**src/rtl/gate_chain_sequencer.sv**
```systemverilog
// gate_chain_sequencer: folds a stream of 2x2 gate matrices into a running
// product P = G_n * ... * G_1 using an external matrix_multiplier, then hands
// the final product downstream over a valid/ready handshake.
module gate_chain_sequencer #(
    parameter logic [18:0] ONE   = 19'h10000,
    parameter int          CNT_W = 8
) (
    input  logic             clk,
    input  logic             reset,
    // incoming gate stream
    input  logic [18:0]      gate_r1c1,
    input  logic [18:0]      gate_r1c2,
    input  logic [18:0]      gate_r2c1,
    input  logic [18:0]      gate_r2c2,
    input  logic             gate_valid,
    input  logic             gate_last,
    output logic             gate_ready,
    // multiplier A operand (newest gate)
    output logic [18:0]      mtx_a_r1c1,
    output logic [18:0]      mtx_a_r1c2,
    output logic [18:0]      mtx_a_r2c1,
    output logic [18:0]      mtx_a_r2c2,
    output logic             mtx_a_ready,
    // multiplier B operand (running product)
    output logic [18:0]      mtx_b_r1c1,
    output logic [18:0]      mtx_b_r1c2,
    output logic [18:0]      mtx_b_r2c1,
    output logic [18:0]      mtx_b_r2c2,
    output logic             mtx_b_ready,
    // multiplier result
    input  logic [18:0]      mtx_r_r1c1,
    input  logic [18:0]      mtx_r_r1c2,
    input  logic [18:0]      mtx_r_r2c1,
    input  logic [18:0]      mtx_r_r2c2,
    input  logic             completed,
    // final product
    output logic [18:0]      prod_r1c1,
    output logic [18:0]      prod_r1c2,
    output logic [18:0]      prod_r2c1,
    output logic [18:0]      prod_r2c2,
    output logic             prod_valid,
    input  logic             prod_ready,
    output logic [CNT_W-1:0] gate_count
);

    typedef enum logic [1:0] {
        ACCEPT = 2'd0,
        MUL    = 2'd1,
        DRAIN  = 2'd2,
        DONE   = 2'd3
    } state_t;

    // matrix words packed as [r1c1, r1c2, r2c1, r2c2] in index order 0..3
    typedef logic [3:0][18:0] mat_t;

    localparam mat_t            IDENT   = '{3: ONE, 2: 19'd0, 1: 19'd0, 0: ONE};
    localparam logic [CNT_W-1:0] CNT_MAX = {CNT_W{1'b1}};
    localparam logic [CNT_W-1:0] CNT_ONE = {{(CNT_W-1){1'b0}}, 1'b1};

    state_t           state_q, state_d;
    mat_t             a_q, a_d;
    mat_t             acc_q, acc_d;
    logic             last_q, last_d;
    logic [CNT_W-1:0] cnt_q, cnt_d;

    mat_t gate_w, res_w;
    assign gate_w = '{3: gate_r2c2, 2: gate_r2c1, 1: gate_r1c2, 0: gate_r1c1};
    assign res_w  = '{3: mtx_r_r2c2, 2: mtx_r_r2c1, 1: mtx_r_r1c2, 0: mtx_r_r1c1};

    // next-state logic: every register holds unless the current state updates it
    always_comb begin
        state_d = state_q;
        a_d     = a_q;
        acc_d   = acc_q;
        last_d  = last_q;
        cnt_d   = cnt_q;
        unique case (state_q)
            ACCEPT: begin
                if (gate_valid) begin
                    a_d     = gate_w;
                    last_d  = gate_last;
                    cnt_d   = (cnt_q == CNT_MAX) ? cnt_q : cnt_q + CNT_ONE;
                    state_d = MUL;
                end
            end
            MUL: begin
                // a completion already high on entry is a genuine one: the
                // stale tail of the previous one was absorbed in DRAIN
                if (completed) begin
                    acc_d   = res_w;
                    state_d = DRAIN;
                end
            end
            DRAIN: begin
                // multiplier keeps completed high for two edges after ready drops
                if (!completed) begin
                    state_d = last_q ? DONE : ACCEPT;
                end
            end
            DONE: begin
                if (prod_ready) begin
                    acc_d   = IDENT;
                    cnt_d   = '0;
                    last_d  = 1'b0;
                    state_d = ACCEPT;
                end
            end
            default: state_d = ACCEPT;
        endcase
    end

    // state and datapath registers, asynchronously returned to identity/idle
    always_ff @(posedge clk or posedge reset) begin
        if (reset) begin
            state_q <= ACCEPT;
            a_q     <= '0;
            acc_q   <= IDENT;
            last_q  <= 1'b0;
            cnt_q   <= '0;
        end else begin
            state_q <= state_d;
            a_q     <= a_d;
            acc_q   <= acc_d;
            last_q  <= last_d;
            cnt_q   <= cnt_d;
        end
    end

    // handshake outputs decode state only, so reset reaches them immediately
    assign gate_ready  = (state_q == ACCEPT);
    assign mtx_a_ready = (state_q == MUL);
    assign mtx_b_ready = (state_q == MUL);
    assign prod_valid  = (state_q == DONE);
    assign gate_count  = cnt_q;

    assign mtx_a_r1c1 = a_q[0];
    assign mtx_a_r1c2 = a_q[1];
    assign mtx_a_r2c1 = a_q[2];
    assign mtx_a_r2c2 = a_q[3];

    assign mtx_b_r1c1 = acc_q[0];
    assign mtx_b_r1c2 = acc_q[1];
    assign mtx_b_r2c1 = acc_q[2];
    assign mtx_b_r2c2 = acc_q[3];

    assign prod_r1c1  = acc_q[0];
    assign prod_r1c2  = acc_q[1];
    assign prod_r2c1  = acc_q[2];
    assign prod_r2c2  = acc_q[3];

endmodule

```
**config.mk**
```make
export PLATFORM = sky130hd
export DESIGN_NAME = gate_chain_sequencer
export DESIGN_NICKNAME = d
export VERILOG_FILES = /design/src/rtl/gate_chain_sequencer.sv
export SDC_FILE = /design/constraint.sdc
export NUM_CORES = 1
export LEC_CHECK = 0
export ABC_AREA = 1
export BUFFER_PORTS_ARGS = -buffer_cell sky130_fd_sc_hd__buf_2
export CAP_MARGIN = 20
export CORE_AREA = 2 2 155 157
export DETAILED_ROUTE_END_ITERATION = 6
export DIE_AREA = 0 0 157 159
export MAX_ROUTING_LAYER = met4
export SLEW_MARGIN = 20
export SYNTH_ARGS = -nofsm -noshare
export SYNTH_HDL_FRONTEND = slang
export SYNTH_SLANG_ARGS = --single-unit
```
**constraint.sdc**
```tcl
create_clock -name clk -period 4.9 [get_ports clk]
set_input_delay 0.245 -clock clk [delete_from_list [all_inputs] [get_ports clk]]
set_output_delay 0.245 -clock clk [all_outputs]
set_load 0.02 [all_outputs]
```
==> flow_summary.toml <==
[logic_synthesis]
avgSynthCellArea_um2 = 13.3
ys_seq_area_share_pct = 59.7
syn_inst = 516
synth.distinct_cells = 27
yosys_warnings = 0
synth_top_area_share_pct = 58.9
synth_area_leaders = "dfrtp_1 (59%), a22o_1 (9.5%), buf_4 (9.2%)"
ys_top_cells_by_count = "dfrtp_1 (161), buf_4 (84), a22o_1 (74)"
yosysTopAreaCell = "dfrtp_1"
synth-main-ff-cell = "dfrtp_1"
synth_seq_cells = 163
synth_edf_count = 0
syn-num-nets = 675
synth.most_common_cell = "dfrtp_1"
synth-async-reset-ratio_pct = 100
syn_area_mm2 = 0.00684

[setup_path]
path_class = "reg -> reg"
cpMaxStageDelayCell = "buf_4"
critPathTopFamily = "buffers and inverters"
worst_setup_path_end_kind = "flip-flop"
crit_chain = "nand2_4 -> clkinv_4 -> nand2_2 -> nand2_2 -> inv_2 -> buf_4 -> a22o_1"
crit_top_cell = "nand2_2"
crit_fanout = 40
critPathBufInv = 3
arrival_ps = 2530
critPathMaxStageDelay_ps = 510
required_ps = 5250
cp-start-kind = "flip-flop"

[clock_network]
cts_root_buffer = "clkbuf_16"
clock_sinks = 163
tritoncts = "yes"
cts_made_buffers = 17
cts_setup_buffers = 0
clock_latency_ps = 420
max-clock-path-buffers = 2
cts_resized = 0
path_clk_slew_ps = 70
hold_buffers = 0
cts_htree_levels = 4

[detailed_routing]
viasPerCell = 4.38
route.detailed.drc = 0
routed_wl_mm = 19.0
drtPass1Iterations = 4
ant_nets = 0
wl_per_cell_um = 16.3
vias = 5112
drt_iter0_drc = 236

[grt]
antenna_found_initial = 1
grt_pass1_vias = 5163
grt-ovfl-total = 0
grt_max_degree = 86
grt_pass1_wl_mm = 29.3
track_usage_pct = 15.4

[status]
violations = "hold timing"
status = "complete, but fails checks"

[sta]
slew_violations = 0
setup-violations-final = 0
setup_tns_ps = 0
hold_viol_final = 29
min_period_ps = 2180
clock_skew_ps = 10.7
period_share_pct = 44.4
max_clock_freq_mhz = 460
tightestPinTransition_ps = 799
slew_headroom_pct = 46.7
whs_ps = -60.1
fin_ws_ps = 2720
rsz0062_at_grt = "false"

[die]
pin_count = 398
fp.dieW_um = 157
rows = 56
fp.dieH_um = 159
start_util_pct = 29.5
die_area_mm2 = 0.0250
core_mm2 = 0.0232

[placed_design]
io_buffers = 397
gp_congestion = 0.780
hpwlAfterDp_mm = 13.9
post-place-ws_ps = 2680

[layout]
drive_gt1_share_pct = 58.5
nNetsFinal = 995
synthToLayoutAreaGrowth_pct = 33.0
fill_cells = 2288

[job]
cap_violations = 0

[hold_path]
hp-class = "in -> async"

[power]
p_per_area_mw_per_mm2 = 770
irDropWorstVdd_v = 0.000300
p_leak_uw = 0.00492
-- worst register-to-register path, delay by kind of cell (launching register included) --
family,cells,cell delay (ps)
buffers and inverters,3,1090
DFF,1,490
and+or+nand+nor,3,320
AOI/OAI and AO/OA,1,220
-- per-stage QoR --
stage / instance area (um2) / utilization, % / power (uW) / std cells / hold WS [ps]
6_report: 9100 / 39.2 / 7010 / 1168 / -60.1
5_1_grt: 9100 / 39.2 / 7430 / 1168 / 7.72
4_1_cts: 9070 / 39.1 / 7110 / 1166 / 5.38
3_5_place_dp: 8490 / 36.6 / 5740 / 1135 / 450
3_3_place_gp: 8490 / 36.6 / 5700 / 1135 / 452
2_1_floorplan: 6840 / - / 4880 / 516 / 377
-- where the power goes --
part / internal (uW) / switching, uW / total, uW / leakage [uW]
clock network: 732 / 598 / 1330 / 0.000285
registers: 1970 / 428 / 2400 / 0.00200
logic: 1220 / 2060 / 3280 / 0.00263
total: 3920 / 3080 / 7010 / 0.00492
-- area by class of cell --
| class | count | area [um2] | area share [%] |
|---|---|---|---|
| timing repair buffer | 402 | 2040 | 22.5 |
| sequential | 163 | 4080 | 44.9 |
| antenna | 1 | 2.50 | 0.0275 |
| multi-input combinational | 238 | 1930 | 21.2 |
| clock buffer | 18 | 439 | 4.83 |
| inverter | 14 | 62.6 | 0.688 |
| clock inverter | 13 | 140 | 1.54 |
| tap | 319 | 399 | 4.39 |
-- cells by family (layout without fill, tap and decap cells) --
family	count (synthesis)	after routing	synth area share [%]
flip-flops	163	163	59.7
buffers and inverters	115	447	12.2
AO/OA/AOI/OAI	84	84	10.4
AND/OR/NAND/NOR	77	77	4.98
multiplexers	76	76	12.5
adder cells (fa/ha/maj)	1	1	0.183
other	0	1	0
-- routing by layer --
layer	part of all wire [%]	vias to the layer above	GRT usage, %
met5	0	-	-
met4	1.6	0	4.63
met3	7.0	19	3.95
met2	48	231	24.8
met1	43	2501	19.1
li1	-	2361	-
-- final timing paths --
kind / start / end / slack [ps] / cells after the start
setup / recovery: state_q[1]$_DFFE_PP0P_ / mtx_b_r1c1[17]$_DFFE_PP0P_ / 2720 / 7
max in group asynchronous: reset / mtx_a_r1c2[6]$_DFFE_PP0P_ / 3710 / 3
hold / removal: reset / mtx_b_r2c1[13]$_DFFE_PP0P_ / -60 / 2
min in group clk: gate_r1c1[0] / mtx_a_r2c2[0]$_DFFE_PP0P_ / 30 / 2
setup reg to reg: state_q[1]$_DFFE_PP0P_ / mtx_b_r1c1[17]$_DFFE_PP0P_ / 2720 / 7
hold reg to reg: mtx_a_r2c1[4]$_DFFE_PP0P_ / mtx_a_r2c1[4]$_DFFE_PP0P_ / 490 / 1
-- registers in the layout, indices dropped and copies added, names as in the netlist --
name and count:
gate_count 8, last_q 1, mtx_a_r1c1 19, mtx_a_r1c2 19, mtx_a_r2c1 19, mtx_a_r2c2 19
mtx_b_r1c1 19, mtx_b_r1c2 19, mtx_b_r2c1 19, mtx_b_r2c2 19, state_q 2
-- layout by cell type (no fill, tap or decap), drive strengths merged, types with 3 or more instances in the layout --
master / netlist / routed
clkbuf: 0 / 18
clkinv: 1 / 5
nand3: 8 / 8
mux2: 76 / 76
nand2: 50 / 50
nor2: 15 / 15
inv: 13 / 20
buf: 101 / 402
o21ai: 3 / 3
dfrtp: 161 / 161
a22o: 74 / 74
a21oi: 3 / 3
No activity file was read; power rests on OpenSTA's default activity.
